**src/rtl/a_fifo.sv**
```systemverilog
// a_fifo: single-clock FIFO, WIDTH-bit words, DEPTH entries.
// Each pointer carries an extra wrap bit above the address bits.
// Matching addresses with equal wrap bits mean the FIFO is empty.
// Matching addresses with different wrap bits mean it is full.
// Read data is registered and changes only on an accepted read or on reset.
module a_fifo #(
  parameter int WIDTH    = 1,
  parameter int DEPTH    = 4,
  parameter int PTR_SIZE = 3
) (
  input  logic             clk_a,
  input  logic             rst,
  input  logic             wr_en,
  input  logic             rd_en,
  input  logic [WIDTH-1:0] wr_data,
  output logic [WIDTH-1:0] rd_data,
  output logic             full,
  output logic             empty
);

  logic [WIDTH-1:0]    mem [DEPTH];
  logic [PTR_SIZE-1:0] wr_ptr;
  logic [PTR_SIZE-1:0] rd_ptr;
  logic                wr_acc;
  logic                rd_acc;

  // Flags and accept qualifiers, decoded from the registered pointers
  always_comb begin
    empty  = (wr_ptr == rd_ptr);
    full   = (wr_ptr[PTR_SIZE-1] != rd_ptr[PTR_SIZE-1]) &&
             (wr_ptr[PTR_SIZE-2:0] == rd_ptr[PTR_SIZE-2:0]);
    wr_acc = wr_en && !full;
    rd_acc = rd_en && !empty;
  end

  // Pointer, storage and read-data update; reset clears everything at once
  always_ff @(posedge clk_a or posedge rst) begin
    if (rst) begin
      wr_ptr  <= '0;
      rd_ptr  <= '0;
      rd_data <= '0;
      mem     <= '{default: '0};
    end else begin
      if (wr_acc) begin
        mem[wr_ptr[PTR_SIZE-2:0]] <= wr_data;
        wr_ptr                    <= wr_ptr + PTR_SIZE'(1);
      end
      if (rd_acc) begin
        rd_data <= mem[rd_ptr[PTR_SIZE-2:0]];
        rd_ptr  <= rd_ptr + PTR_SIZE'(1);
      end
    end
  end

endmodule

```
**config.mk**
```make
export PLATFORM = sky130hd
export DESIGN_NAME = a_fifo
export DESIGN_NICKNAME = d
export VERILOG_FILES = /design/src/rtl/a_fifo.sv
export SDC_FILE = /design/constraint.sdc
export NUM_CORES = 1
export LEC_CHECK = 0
export CAP_MARGIN = 40
export CORE_MARGIN = 2
export CORE_UTILIZATION = 30
export CTS_CLUSTER_SIZE = 16
export DETAILED_ROUTE_END_ITERATION = 6
export HOLD_SLACK_MARGIN = 0.12
export PLACE_DENSITY = 0.45
export REMOVE_ABC_BUFFERS = 1
export SETUP_SLACK_MARGIN = 0.15
export SYNTH_ARGS = -nofsm -noshare
export SYNTH_HDL_FRONTEND = slang
export SYNTH_SLANG_ARGS = --single-unit
```
**constraint.sdc**
```tcl
create_clock -name clk_a -period 2.7 [get_ports clk_a]
set_input_delay 0.405 -clock clk_a [delete_from_list [all_inputs] [get_ports clk_a]]
set_output_delay 0.405 -clock clk_a [all_outputs]
set_load 0.02 [all_outputs]
```
## Word level (Yosys, flattened, before mapping)

Index checks and enable logic that the tools add are counted.

| word-level totals | value |
|---|---|
| bits in registers | 11 |
| input bits | 5 |
| output and inout port bits | 3 |
| word-level logic and storage cells | 29 |

| cells by class | value |
|---|---|
| add/subtract/negate cells | 2 |
| magnitude comparators | 3 |
| eq/ne operators | 3 |
| mux-type cells | 6 |
| bitwise operators | 2 |
| reduce and logical (&&, ||, !) cells | 6 |

Operator list:

| operator | count |
|---|---|
| 3-bit by 1-bit adder with 3-bit output, second input constant | 2 |
| 3-bit greater-or-equal comparator, second input constant | 2 |
| 2-bit inverter with 3-bit output | 2 |
| 4-bit bitwise mux | 1 |
| 1-bit logical AND | 4 |
| 3-bit equality test | 1 |
| 3-bit by 1-bit less-than comparator with 1-bit output, second input constant | 1 |
| 1-bit 2-to-1 mux | 3 |
| 1-bit binary-select mux with 2-bit select | 1 |
| 1-bit demux with 2-bit select | 1 |
| 2-bit equality test | 1 |
| 1-bit zero test | 2 |
| 1-bit != test | 1 |

## Logic depth before layout (Yosys ltp)

Gate-level depths: netlist of run 1.

| logic depth | value |
|---|---|
| depth after elaboration | 6 |
| mapped depth | 5 |
| gate-level depth less buffers | 5 |

## Worst setup path before layout of run 1

OpenSTA, ideal clock, no wires.

| path | value |
|---|---|
| path kind | register to output |
| start point | register rd_ptr[2] |
| end point | output port empty |
| arrival time | 1,188 ps |
| data required time | 2,295 ps |
| setup slack | 1,107 ps |
| cell stages (with the launch flop) | 3 |
| buffers on the path | 0 |
| path through | dfrtp_1 -> xor2_4 -> nor3_1 |

| on the way | value |
|---|---|
| word-level cells in the longest chain between the ends | 1 |

Ends and longest elaborated chain:

| what | RTL line | source |
|---|---|---|
| start, declared | 23 | `logic [PTR_SIZE-1:0] rd_ptr;` |
| start signal, assigned | 50 | `rd_ptr <= rd_ptr + PTR_SIZE'(1);` |
| 3-bit equality test | 29 | `empty = (wr_ptr == rd_ptr);` |
| end, declared | 18 | `output logic empty` |

Every way passes these cells.

## Final worst setup path of run 1

| path | value |
|---|---|
| start point | register rd_ptr[0] |
| end point | output port full |

| on the way | value |
|---|---|
| word-level cells in the longest chain between the ends | 2 |

Ends and longest elaborated chain:

| what | RTL line | source |
|---|---|---|
| 2-bit equality test | 31 | `(wr_ptr[PTR_SIZE-2:0] == rd_ptr[PTR_SIZE-2:0]);` |
| 1-bit logical AND | 30 | `full = (wr_ptr[PTR_SIZE-1] != rd_ptr[PTR_SIZE-1]) &&` |
| end, declared | 17 | `output logic full,` |

Every way passes these cells.

==> results of run 1 <==
[power by group through the flow]
stage / Sequential (mW) / Combinational [mW] / Clock [mW]
2_1_floorplan: 0.351 / 0.412 / 0
3_3_place_gp: 0.366 / 0.560 / 0
3_5_place_dp: 0.367 / 0.549 / 0
4_1_cts: 0.363 / 0.554 / 0.116
5_1_grt: 0.378 / 0.605 / 0.127
6_report: 0.359 / 0.542 / 0.111
[path summary, 6_finish.rpt]
kind / end / slack (ps) / cells past startpoint / start
max: full / 310 / 3 / rd_ptr[0]
max in group asynchronous: mem[0] / 1980 / 2 / rst
min in group clk_a: mem[0] / 500 / 1 / mem[0]
min reg2reg: mem[0] / 500 / 1 / mem[0]
max reg2reg: mem[0] / 1100 / 3 / rd_ptr[0]
min: rd_data / 420 / 2 / rst
[worst max-delay path, delay by kind of cell, from the launching register on]
family / cells / cell delay, ps
buf+inv: 1 / 590
simple gates: 1 / 250
flops: 1 / 470
xor+xnor: 1 / 410
[registers in the layout (all words and copies together) (netlist names)]
signal / count
rd_data: 1
mem: 4
rd_ptr: 3
wr_ptr: 3
[layout make-up]
type	instances	area share
repair buffers	7	0.0909
well taps	27	0.0438
inverters	4	0.0195
clock buffers	4	0.0341
flip-flops and latches	11	0.357
multi-input cells	35	0.455
[cells by family (layout without fill, tap and decap cells)]
family	after synthesis	in the layout	synth area share
compound gates	7	7	0.0957
xor+xnor	9	9	0.152
fa+ha+maj	5	5	0.0977
buf+inv	4	15	0.0234
flops	11	11	0.430
mux	8	8	0.158
simple gates	6	6	0.0430
[cell usage in the layout (no fill, tap or decap)]
cell / count
mux4_2: 1
o311ai_0: 1
dfrtp_1: 11
xor2_1: 3
clkbuf_1: 1
xor2_4: 1
mux2_1: 4
and3_2: 1
clkdlybuf4s50_1: 7
clkbuf_4: 3
xnor2_1: 5
nor3_1: 1
mux2_2: 3
a31oi_1: 5
inv_1: 4
ha_1: 5
nand2_1: 4
o31ai_4: 1
[per-layer routing]
layer | vias to the layer above | track usage
li1 | 197 | -
met1 | 197 | 0.127
met2 | 6 | 0.140
met3 | 0 | 0.0446
met4 | 0 | 0.0278
met5 | - | 0
==> summary.md, run 1 <==
| Metric | Value |
|---|---|
| Switching power | 0.434 mW |
| Routed vias | 400 |
| Largest net degree at the start of global routing | 12 |
| M1 WL | 502 um |
| Post-synth top cells | 11 x dfrtp_1, 5 x a31oi_1, 5 x ha_1, 5 x xnor2_1 |
| Flops & latches, synth | 11 |
| Critical path class | reg2out |
| DP HPWL | 837 um |
| Yosys top cell area share | 0.430 |
| Global-route wire length before repair | 1790 um |
| Pwr dens | 1310 mW/mm^2 |
| Async SR Flop Fraction | 1.00 |
| Die width | 50.2 um |
| Nets | 72 |
| P&R area growth vs syn | 20.3% |
| Class of the worst hold path | in2async |
| Max Slew Vio Count | 0 |
| Logic pwr share | 0.535 |
| FF/Latch Area | 275 um^2 |
| CTS tree | done |
| Max layer used | met3 |
| Fin. Hold Viols | 0 |
| CTS resizes | 0 |
| Req. time, crit path | 2300 ps |
| Yosys cell types | 15 |
| Final worst slack | 308 ps |
| Port bufs | 7 |
| DR vias/cell | 4.55 |
| Initial antenna violation count | 0 |
| Drt first pass iters | 1 |
| Clock slew at the register clock pins of the worst setup and hold paths | 70 ps |
| Post-route ant nets | 0 |
| Met3 wire len | 48 um |
| Mean Syn Cell Area | 12.8 um^2 |
| Warnings, synthesis | 0 |
| DRC viols | 0 |
| RSZ-0062 raised after global routing | false |
| Utilization after layout | 0.389 |
| Seq/Total Area, Yosys | 0.430 |
| Total wire length | 1070 um |
| Final setup vio count | 0 |
| Main area contributors after synthesis | dfrtp_1 43%, ha_1 9.8%, mux2_1 7.0% |
| CTS Buffer Depth | 2 |
| Remaining Overflow, GRT | 0 |
| Initial core utilization | 0.323 |
| CP arrival | 1990 ps |
| Max Fclk | 418 MHz |
| Vias in the first global route | 386 |
| Internal Power | 0.579 mW |
| CP Cell Sequence | xnor2_1, and3_2, clkdlybuf4s50_1 |
| Placed cell areas | 744 um^2 |
| Clk_lat worst skew | 270 ps |
| LEAKAGE | 0.322 nW |
| Hold_buf cts | 0 |
| Full die area | 0.00252 mm^2 |
| Peak VDD IR | 500 uV |
| Status | finished clean |
| Relative slew slack | 0.712 |
| Final worst path period need | 2390 ps |
| Die Height | 50.2 um |
| Multi-input logic area | 350 um^2 |
| CTS Buf Count | 3 |
| H-tree levels | 1 |
| Row Count | 16 |
| Crit start category | flop |
| Setup crit end kind | output pin |
| Layout cells sized above 1 | 0.164 |
| Seq pwr share | 0.355 |
| Total GRT Usage | 0.0964 |
| Slowest cell on the critical path | clkdlybuf4s50_1 |
| Metal2 WL | 515 um |
| Diode count | 0 |
| Cell count after synthesis | 50 |
| RD Place Congestion | 0.665 |
| TNS Setup | 0 ps |
| Final Skew | 9.32 ps |
| Tcrit/Tclk final | 0.886 |
| Max-Cap Viols | 0 |
| Post-route cell area | 771 um^2 |
| Post-CTS Setup Repair Bufs | 0 |
| Cell total after placement | 84 |
| Fin cells | 88 |
| CP max FO | 6 |
| Top-count cell post-synth | dfrtp_1 |
| Core Area | 0.00198 mm^2 |
| Pre-CTS setup slack | 599 ps |
| Clock Sinks | 11 |
| Clock power frac | 0.110 |
| Largest area contributor in the netlist | dfrtp_1 |
| Final hold slack | 423 ps |
| Sw Share | 0.428 |
| Drt wl/cell | 12.1 um |
| FILL cells | 205 |
| Synth Cell Area | 641 um^2 |
| Worst-Margin Slew | 429 ps |
| Ys flop type | dfrtp_1 |
| DR iter-0 viols | 0 |
| Num ports | 8 |
| Root Buffer | clkbuf_4 |
| CP peak stage delay | 590 ps |
| Tot Pwr | 1.01 mW |
| Post-synth EDFFs | 0 |
(Power assumes the default switching activity.)
==> run 2, diff against run 1 <==
ABC_CLOCK_PERIOD_IN_PS = 2700   (was unset)
HOLD_SLACK_MARGIN = 0.06   (was 0.12)
==> results of run 2 <==
No change in the layout: final DEF, timing and power equal those of run 1.
